`src/rtl/lsu_mc_pkg.sv`:
```
// lsu_mc_pkg: state encodings, width/error codes and lane helper for the load/store unit
package lsu_mc_pkg;
  typedef enum logic [3:0] {
    IDLE = 4'b0001,
    REQ  = 4'b0010,
    RDW  = 4'b0100,
    RESP = 4'b1000
  } state_t;
  localparam logic [2:0] F3_B  = 3'b000;
  localparam logic [2:0] F3_H  = 3'b001;
  localparam logic [2:0] F3_W  = 3'b010;
  localparam logic [2:0] F3_D  = 3'b011;
  localparam logic [2:0] F3_BU = 3'b100;
  localparam logic [2:0] F3_HU = 3'b101;
  localparam logic [2:0] F3_WU = 3'b110;
  localparam logic [2:0] F3_X  = 3'b111;
  localparam logic [1:0] ERR_NONE     = 2'd0;
  localparam logic [1:0] ERR_MISALIGN = 2'd1;
  localparam logic [1:0] ERR_WIDTH    = 2'd2;
  localparam logic [1:0] ERR_TIMEOUT  = 2'd3;
  function automatic int lane_w(input int data_w);
    return $clog2(data_w / 8);
  endfunction
endpackage

```
`src/rtl/lsu_mc_if.sv`:
```
// lsu_mc_if: CPU request/response and memory bus signals of the load/store unit
interface lsu_mc_if #(
  parameter int DATA_W = 32,
  parameter int ADDR_W = 32
);
  logic                req_valid;
  logic                req_ready;
  logic                req_store;
  logic [2:0]          req_funct3;
  logic [ADDR_W-1:0]   req_addr;
  logic [DATA_W-1:0]   req_wdata;
  logic                resp_valid;
  logic [DATA_W-1:0]   resp_data;
  logic [1:0]          resp_err;
  logic [ADDR_W-1:0]   Address;
  logic                MemWrite;
  logic                MemRead;
  logic [DATA_W-1:0]   Write_data;
  logic [DATA_W/8-1:0] Write_strb;
  logic                Mem_Req_Ready;
  logic [DATA_W-1:0]   Read_data;
  logic                Read_data_Valid;
  logic                Read_data_Ready;
  modport master (
    output req_valid, req_store, req_funct3, req_addr, req_wdata,
    output Mem_Req_Ready, Read_data, Read_data_Valid,
    input  req_ready, resp_valid, resp_data, resp_err,
    input  Address, MemWrite, MemRead, Write_data, Write_strb, Read_data_Ready
  );
  modport slave (
    input  req_valid, req_store, req_funct3, req_addr, req_wdata,
    input  Mem_Req_Ready, Read_data, Read_data_Valid,
    output req_ready, resp_valid, resp_data, resp_err,
    output Address, MemWrite, MemRead, Write_data, Write_strb, Read_data_Ready
  );
endinterface

```
`src/rtl/lsu_lane_align.sv`:
```
// lsu_lane_align: combinational byte-lane shift of store data/strobe and load extraction/extension
import lsu_mc_pkg::*;
module lsu_lane_align #(
  parameter int DATA_W = 32
) (
  input  logic [2:0]                funct3,
  input  logic [lane_w(DATA_W)-1:0] lane,
  input  logic [DATA_W-1:0]         wdata,
  input  logic [DATA_W-1:0]         rdata,
  output logic [DATA_W-1:0]         wdata_sh,
  output logic [DATA_W/8-1:0]       strb,
  output logic [DATA_W-1:0]         rdata_ext
);
  localparam int SW = DATA_W / 8;
  logic [7:0]        base;
  logic [DATA_W-1:0] rsh;
  logic [DATA_W-1:0] mask;
  logic              msb;
  always_comb begin
    base = funct3[1:0] == 2'd0 ? 8'h01 : funct3[1:0] == 2'd1 ? 8'h03 : funct3[1:0] == 2'd2 ? 8'h0F : 8'hFF;
    strb = SW'(base) << lane;
    wdata_sh = wdata << {lane, 3'b000};
    rsh = rdata >> {lane, 3'b000};
    mask = funct3[1:0] == 2'd0 ? DATA_W'(64'hFF) : funct3[1:0] == 2'd1 ? DATA_W'(64'hFFFF) :
           funct3[1:0] == 2'd2 ? DATA_W'(64'hFFFF_FFFF) : '1;
    msb = funct3[1:0] == 2'd0 ? rsh[7] : funct3[1:0] == 2'd1 ? rsh[15] : funct3[1:0] == 2'd2 ? rsh[31] : 1'b0;
    rdata_ext = (rsh & mask) | ({DATA_W{~funct3[2] & msb}} & ~mask);
  end
endmodule

```
`src/rtl/lsu_mc.sv`:
```
// lsu_mc: multi-cycle load/store unit with one-hot FSM, lane alignment and read timeout
import lsu_mc_pkg::*;
module lsu_mc #(
  parameter int DATA_W  = 32,
  parameter int ADDR_W  = 32,
  parameter int TIMEOUT = 256
) (
  input logic     clk,
  input logic     rst,
  lsu_mc_if.slave bus
);
  localparam int LW = lane_w(DATA_W);
  localparam int CW = $clog2(TIMEOUT);
  state_t              state;
  logic [CW-1:0]       cnt;
  logic [2:0]          f3_q;
  logic [LW-1:0]       lane_q;
  logic                store_q;
  logic [2:0]          f3;
  logic [LW-1:0]       lane;
  logic                illegal;
  logic                misaligned;
  logic [1:0]          err;
  logic [DATA_W-1:0]   wsh;
  logic [DATA_W-1:0]   rext;
  logic [DATA_W/8-1:0] strb;
  // alignment uses the live request while idle and the latched one afterwards
  always_comb begin
    f3 = state == IDLE ? bus.req_funct3 : f3_q;
    lane = state == IDLE ? bus.req_addr[LW-1:0] : lane_q;
    illegal = bus.req_funct3 == F3_X || (bus.req_store && bus.req_funct3[2]) ||
              (DATA_W == 32 && (bus.req_funct3 == F3_D || bus.req_funct3 == F3_WU));
    misaligned = bus.req_funct3[1:0] == 2'd1 ? bus.req_addr[0] :
                 bus.req_funct3[1:0] == 2'd2 ? |bus.req_addr[1:0] :
                 bus.req_funct3[1:0] == 2'd3 ? |bus.req_addr[2:0] : 1'b0;
    err = illegal ? ERR_WIDTH : misaligned ? ERR_MISALIGN : ERR_NONE;
  end
  lsu_lane_align #(.DATA_W(DATA_W)) u_align (
    .funct3(f3), .lane(lane), .wdata(bus.req_wdata), .rdata(bus.Read_data),
    .wdata_sh(wsh), .strb(strb), .rdata_ext(rext)
  );
  always_ff @(posedge clk) begin
    if (rst) begin
      state <= IDLE;
      cnt <= '0;
      f3_q <= '0;
      lane_q <= '0;
      store_q <= 1'b0;
      bus.req_ready <= 1'b1;
      bus.resp_valid <= 1'b0;
      bus.resp_data <= '0;
      bus.resp_err <= ERR_NONE;
      bus.MemRead <= 1'b0;
      bus.MemWrite <= 1'b0;
      bus.Address <= '0;
      bus.Write_data <= '0;
      bus.Write_strb <= '0;
      bus.Read_data_Ready <= 1'b0;
    end else begin
      case (state)
        IDLE: if (bus.req_valid) begin
          f3_q <= bus.req_funct3;
          lane_q <= lane;
          store_q <= bus.req_store;
          bus.req_ready <= 1'b0;
          if (err != ERR_NONE) begin
            state <= RESP;
            bus.resp_valid <= 1'b1;
            bus.resp_err <= err;
          end else begin
            state <= REQ;
            bus.MemRead <= ~bus.req_store;
            bus.MemWrite <= bus.req_store;
            bus.Address <= {bus.req_addr[ADDR_W-1:LW], LW'(0)};
            bus.Write_data <= bus.req_store ? wsh : '0;
            bus.Write_strb <= bus.req_store ? strb : '0;
          end
        end
        REQ: if (bus.Mem_Req_Ready) begin
          state <= store_q ? RESP : RDW;
          bus.resp_valid <= store_q;
          bus.Read_data_Ready <= ~store_q;
          cnt <= '0;
          bus.MemRead <= 1'b0;
          bus.MemWrite <= 1'b0;
          bus.Address <= '0;
          bus.Write_data <= '0;
          bus.Write_strb <= '0;
        end
        RDW: if (bus.Read_data_Valid || cnt == CW'(TIMEOUT - 1)) begin
          state <= RESP;
          bus.resp_valid <= 1'b1;
          bus.Read_data_Ready <= 1'b0;
          bus.resp_data <= bus.Read_data_Valid ? rext : '0;
          bus.resp_err <= bus.Read_data_Valid ? ERR_NONE : ERR_TIMEOUT;
        end else begin
          cnt <= cnt + CW'(1);
        end
        RESP: begin
          state <= IDLE;
          bus.req_ready <= 1'b1;
          bus.resp_valid <= 1'b0;
          bus.resp_data <= '0;
          bus.resp_err <= ERR_NONE;
        end
        default: state <= IDLE;
      endcase
    end
  end
endmodule

```
`src/flat_wrapper.sv`:
```
// flat-port wrapper written by rule: the top's interface ports become plain ports
module lsu_mc_flat 
#(
  parameter int DATA_W  = 32,
  parameter int ADDR_W  = 32,
  parameter int TIMEOUT = 256
)
  (clk, rst, bus_req_valid, bus_req_store, bus_req_funct3, bus_req_addr, bus_req_wdata, bus_Mem_Req_Ready, bus_Read_data, bus_Read_data_Valid, bus_req_ready, bus_resp_valid, bus_resp_data, bus_resp_err, bus_Address, bus_MemWrite, bus_MemRead, bus_Write_data, bus_Write_strb, bus_Read_data_Ready);
  lsu_mc_if #(.DATA_W(DATA_W), .ADDR_W(ADDR_W)) bus_i ();
  input logic clk;
  input logic rst;
  input wire logic [$bits(bus_i.req_valid)-1:0] bus_req_valid;
  input wire logic [$bits(bus_i.req_store)-1:0] bus_req_store;
  input wire logic [$bits(bus_i.req_funct3)-1:0] bus_req_funct3;
  input wire logic [$bits(bus_i.req_addr)-1:0] bus_req_addr;
  input wire logic [$bits(bus_i.req_wdata)-1:0] bus_req_wdata;
  input wire logic [$bits(bus_i.Mem_Req_Ready)-1:0] bus_Mem_Req_Ready;
  input wire logic [$bits(bus_i.Read_data)-1:0] bus_Read_data;
  input wire logic [$bits(bus_i.Read_data_Valid)-1:0] bus_Read_data_Valid;
  output wire logic [$bits(bus_i.req_ready)-1:0] bus_req_ready;
  output wire logic [$bits(bus_i.resp_valid)-1:0] bus_resp_valid;
  output wire logic [$bits(bus_i.resp_data)-1:0] bus_resp_data;
  output wire logic [$bits(bus_i.resp_err)-1:0] bus_resp_err;
  output wire logic [$bits(bus_i.Address)-1:0] bus_Address;
  output wire logic [$bits(bus_i.MemWrite)-1:0] bus_MemWrite;
  output wire logic [$bits(bus_i.MemRead)-1:0] bus_MemRead;
  output wire logic [$bits(bus_i.Write_data)-1:0] bus_Write_data;
  output wire logic [$bits(bus_i.Write_strb)-1:0] bus_Write_strb;
  output wire logic [$bits(bus_i.Read_data_Ready)-1:0] bus_Read_data_Ready;
  assign bus_i.req_valid = bus_req_valid;
  assign bus_i.req_store = bus_req_store;
  assign bus_i.req_funct3 = bus_req_funct3;
  assign bus_i.req_addr = bus_req_addr;
  assign bus_i.req_wdata = bus_req_wdata;
  assign bus_i.Mem_Req_Ready = bus_Mem_Req_Ready;
  assign bus_i.Read_data = bus_Read_data;
  assign bus_i.Read_data_Valid = bus_Read_data_Valid;
  assign bus_req_ready = bus_i.req_ready;
  assign bus_resp_valid = bus_i.resp_valid;
  assign bus_resp_data = bus_i.resp_data;
  assign bus_resp_err = bus_i.resp_err;
  assign bus_Address = bus_i.Address;
  assign bus_MemWrite = bus_i.MemWrite;
  assign bus_MemRead = bus_i.MemRead;
  assign bus_Write_data = bus_i.Write_data;
  assign bus_Write_strb = bus_i.Write_strb;
  assign bus_Read_data_Ready = bus_i.Read_data_Ready;
  lsu_mc #(.DATA_W(DATA_W), .ADDR_W(ADDR_W), .TIMEOUT(TIMEOUT)) u_core (.clk(clk), .rst(rst), .bus(bus_i));
endmodule
```
`config.mk`:
```
export PLATFORM = sky130hd
export DESIGN_NAME = lsu_mc_flat
export DESIGN_NICKNAME = d
export VERILOG_FILES = /design/src/rtl/lsu_mc_pkg.sv /design/src/rtl/lsu_mc_if.sv /design/src/rtl/lsu_lane_align.sv /design/src/rtl/lsu_mc.sv /design/src/flat_wrapper.sv
export SDC_FILE = /design/constraint.sdc
export NUM_CORES = 1
export LEC_CHECK = 0
export CORE_UTILIZATION = 29
export DETAILED_ROUTE_END_ITERATION = 16
export PLACE_DENSITY = 0.55
export REMOVE_ABC_BUFFERS = 1
export SETUP_SLACK_MARGIN = 0.3
export SLEW_MARGIN = 15
export SYNTH_ARGS = -nofsm -noshare
export SYNTH_HDL_FRONTEND = slang
export SYNTH_SLANG_ARGS = --single-unit
```
`constraint.sdc`:
```
create_clock -name clk -period 2.5 [get_ports clk]
set_input_delay 0.25 -clock clk [delete_from_list [all_inputs] [get_ports clk]]
set_output_delay 0.25 -clock clk [all_outputs]
set_load 0.005 [all_outputs]
```
==> impl_metrics.ini <==
[placed_design]
dpl_cell_area_um2 = 8000
dp_hpwl_mm = 13.90
numPortBuffers = 209
place.gp.congestion = 0.8601

[clock_network]
clk-insertion-delay-late_ns = 0.42
cts.sinks = 123
path_clk_slew_ns = 0.06
cts_tree = yes
htree_levels = 4
numCtsBuffers = 17
cts_root_buffer = clkbuf_16
hold_buffers = 0
clockBufferDepth = 2

[detailed_routing]
vias = 5682
drt_iter0_markers = 393
firstDrtPassIters = 5
final_antenna_net_count = 0
avgViaCountPerCell = 5.165
wl_per_cell_um = 17.86
finalWirelength_mm = 19.65
drc = 0

[finish]
drive_above_1_share_pct = 15.61
syn2layout_area_growth_pct = 63.10
final_area_um2 = 8939
fin_nets = 965
regArea_um2 = 2465
antennaDiodeCount = 0
n_fill_cell = 1732
multi_input_area_um2 = 3008

[global_route]
grt_max_degree = 35
grt-ovfl-total = 0
antenna_found_initial = 0
grt_pass1_vias = 5736
grt_pass1_wl_mm = 30.95
grtUsageTotal_pct = 20.41

[logic_synthesis]
syn_area_um2 = 5480
synth_edf_count = 0
async_flop_share_pct = 0
synth-seq-area-share_pct = 44.93
yosysUniqueCellTypes = 57
synth-seq-cells = 123
synthCells = 617
synth_warnings = 0
synth_top_flop_cell = dfxtp_1
avgSynthCellArea_um2 = 8.882

[floorplan]
start_util_pct = 30.00
ios = 212
dieHeight_um = 139.5
die-area_um2 = 19450
fp-row-count = 49
die_w_um = 139.5
coreArea_um2 = 18270

[timing]
timing.final.crit_share_pct = 90.40
maxSlewHeadroom_pct = 51.50
fin_setup_tns_ns = 0
setup_viol = 0
max_freq_mhz = 442.5
rsz0062_at_grt = yes
drv_slew = 0
hold_violations = 0
tightest_slew_ns = 0.7252
min_period_ns = 2.260
fin_skew_ns = 0.007907

[power_and_ir_drop]
switching_power_mw = 1.823
finalPower_mw = 6.220
cellPowerDensity_nw_per_um2 = 695.8
clockPowerShare_pct = 38.5
p_leak_nw = 3.366
p_int_mw = 4.397
p_comb_share_pct = 27.9
sw_frac_of_total_pct = 29.30
ir_drop_mv = 0.4819
seq_power_share_pct = 33.6

[worst_setup_path]
worstPathArrival_ns = 2.57
start_kind = flop
cp-end-kind = flop
path_class = flop to flop
required_ns = 2.81
crit_fanout = 12

[min_path]
hold_path_class = input pin to flop

[run]
maxCapViolations = 0

[status]
status = complete, no violations
==> area by class of cell <==
type | count | area share (%)
multi-input combinational | 448 | 33.65
timing repair buffer | 266 | 29.09
sequential | 123 | 27.58
tap | 229 | 3.205
clock buffer | 19 | 4.955
clock inverter | 12 | 1.400
inverter | 3 | 0.1260
==> repair_timing <==
item	4_1_cts	5_1_grt
setup buffers	11	6
pin swaps	10	8
resized for setup	16	26
endpoints found under the hold margin	0	0
gates cloned	1	0
setup endpoints to repair	44	99
==> power groups by stage <==
| stage | clock network, mW | logic, mW | registers (mW) |
|---|---|---|---|
| 3_3_place_gp | 0 | 1.46 | 2.12 |
| 6_report | 2.39 | 1.74 | 2.09 |
| 5_1_grt | 2.56 | 1.88 | 2.10 |
| 2_1_floorplan | 0 | 0.759 | 2.13 |
| 4_1_cts | 2.45 | 1.63 | 2.09 |
| 3_5_place_dp | 0 | 1.47 | 2.13 |
==> Yosys cell counts (9+ instances only) <==
master / n / area (µm²)
nor2_1: 93 / 349.1
a22oi_1: 49 / 367.9
a22o_1: 24 / 210.2
mux2_2: 12 / 135.1
clkbuf_1: 30 / 112.6
mux2i_1: 28 / 280.3
nor3_1: 9 / 45.04
dfxtp_1: 123 / 2462
nand2_1: 76 / 285.3
nand3_1: 13 / 65.06
o21ai_0: 25 / 125.1
a21oi_1: 26 / 130.1
a31oi_1: 10 / 62.56
==> cells by family (layout without fill, tap and decap cells) <==
logic type	after synthesis	count (layout)	synth area share, %
and+or+nand+nor	218	218	17.79
DFF	123	123	44.93
AOI/OAI and AO/OA	177	177	23.65
other	1	2	0.06843
buffers and inverters	47	300	3.813
xor gates and xnor gates	8	8	1.279
muxes	42	42	8.242
adders and majority gates	1	1	0.2283
==> registers in the layout (all words and copies together) (netlist names) <==
signal	flops
u_core.f3_q	3
u_core.bus.Write_strb	4
u_core.bus.resp_err	2
u_core.bus.resp_data	32
u_core.bus.Address	30
u_core.bus.Write_data	32
u_core.store_q	1
u_core.lane_q	2
u_core.bus.MemRead	1
u_core.bus.req_ready	1
u_core.bus.Read_data_Ready	1
u_core.bus.resp_valid	1
u_core.state	4
u_core.cnt	8
u_core.bus.MemWrite	1
==> per-layer routing <==
layer	share of wire, %	up-vias	GRT usage, %
met3	9.6	27	7.502
li1	-	2732	-
met4	1.7	0	7.018
met5	0	-	0
met2	46	247	33.25
met1	43	2676	24.68
==> final timing paths <==
kind,start,end,slack (ns),cells after the start
hold reg to reg,u_core.f3_q[2]$_SDFFE_PP0P_,u_core.f3_q[2]$_SDFFE_PP0P_,0.45,2
setup reg to reg,u_core.state[3]$_SDFFE_PP0P_,u_core.bus.resp_data[10]$_SDFFE_PP0P_,0.24,10
hold / removal,rst,u_core.store_q$_SDFFE_PP0P_,0.19,2
setup / recovery,u_core.state[3]$_SDFFE_PP0P_,u_core.bus.resp_data[10]$_SDFFE_PP0P_,0.24,10
==> critical path, stage by stage (launching register included) <==
cell,delay (ns)
dfxtp_2,0.34
nor4b_4,0.34
buf_12,0.17
mux2i_4,0.25
buf_6,0.14
buf_12,0.10
buf_12,0.16
buf_4,0.13
mux2i_1,0.21
o21ai_0,0.09
a22o_1,0.21
==> per-stage QoR <==
step	util (%)	hold slack (ns)	setup WS, ns	cells
6_report	48.92	0.1861	0.2400	1100
5_1_grt	48.92	0.1820	0.1775	1100
4_1_cts	47.97	0.1710	0.2266	1094
3_5_place_dp	43.79	0.4392	0.003231	1051
3_3_place_gp	43.79	0.4378	0.08120	1051
2_1_floorplan	-	0.3191	-1.949	574
==> placed cells by master (no fill, tap or decap), drive strengths merged, types with 4 or more instances in the layout <==
master	synthesis	layout
dfxtp	123	123
a32o	7	7
a22oi	50	50
a221o	8	8
a21oi	26	26
nand2b	4	4
nor3	9	9
a22o	25	25
buf	14	57
mux2	12	12
o211ai	8	8
clkbuf	30	19
a31oi	10	10
clkinvlp	0	6
nand3	13	13
nor4b	4	4
clkinv	0	4
nor2	94	94
xnor2	5	5
mux2i	30	30
o21a	4	4
clkdlybuf4s50	0	208
nand2	76	76
o21ai	26	26
No activity file was read; power rests on OpenSTA's default activity.
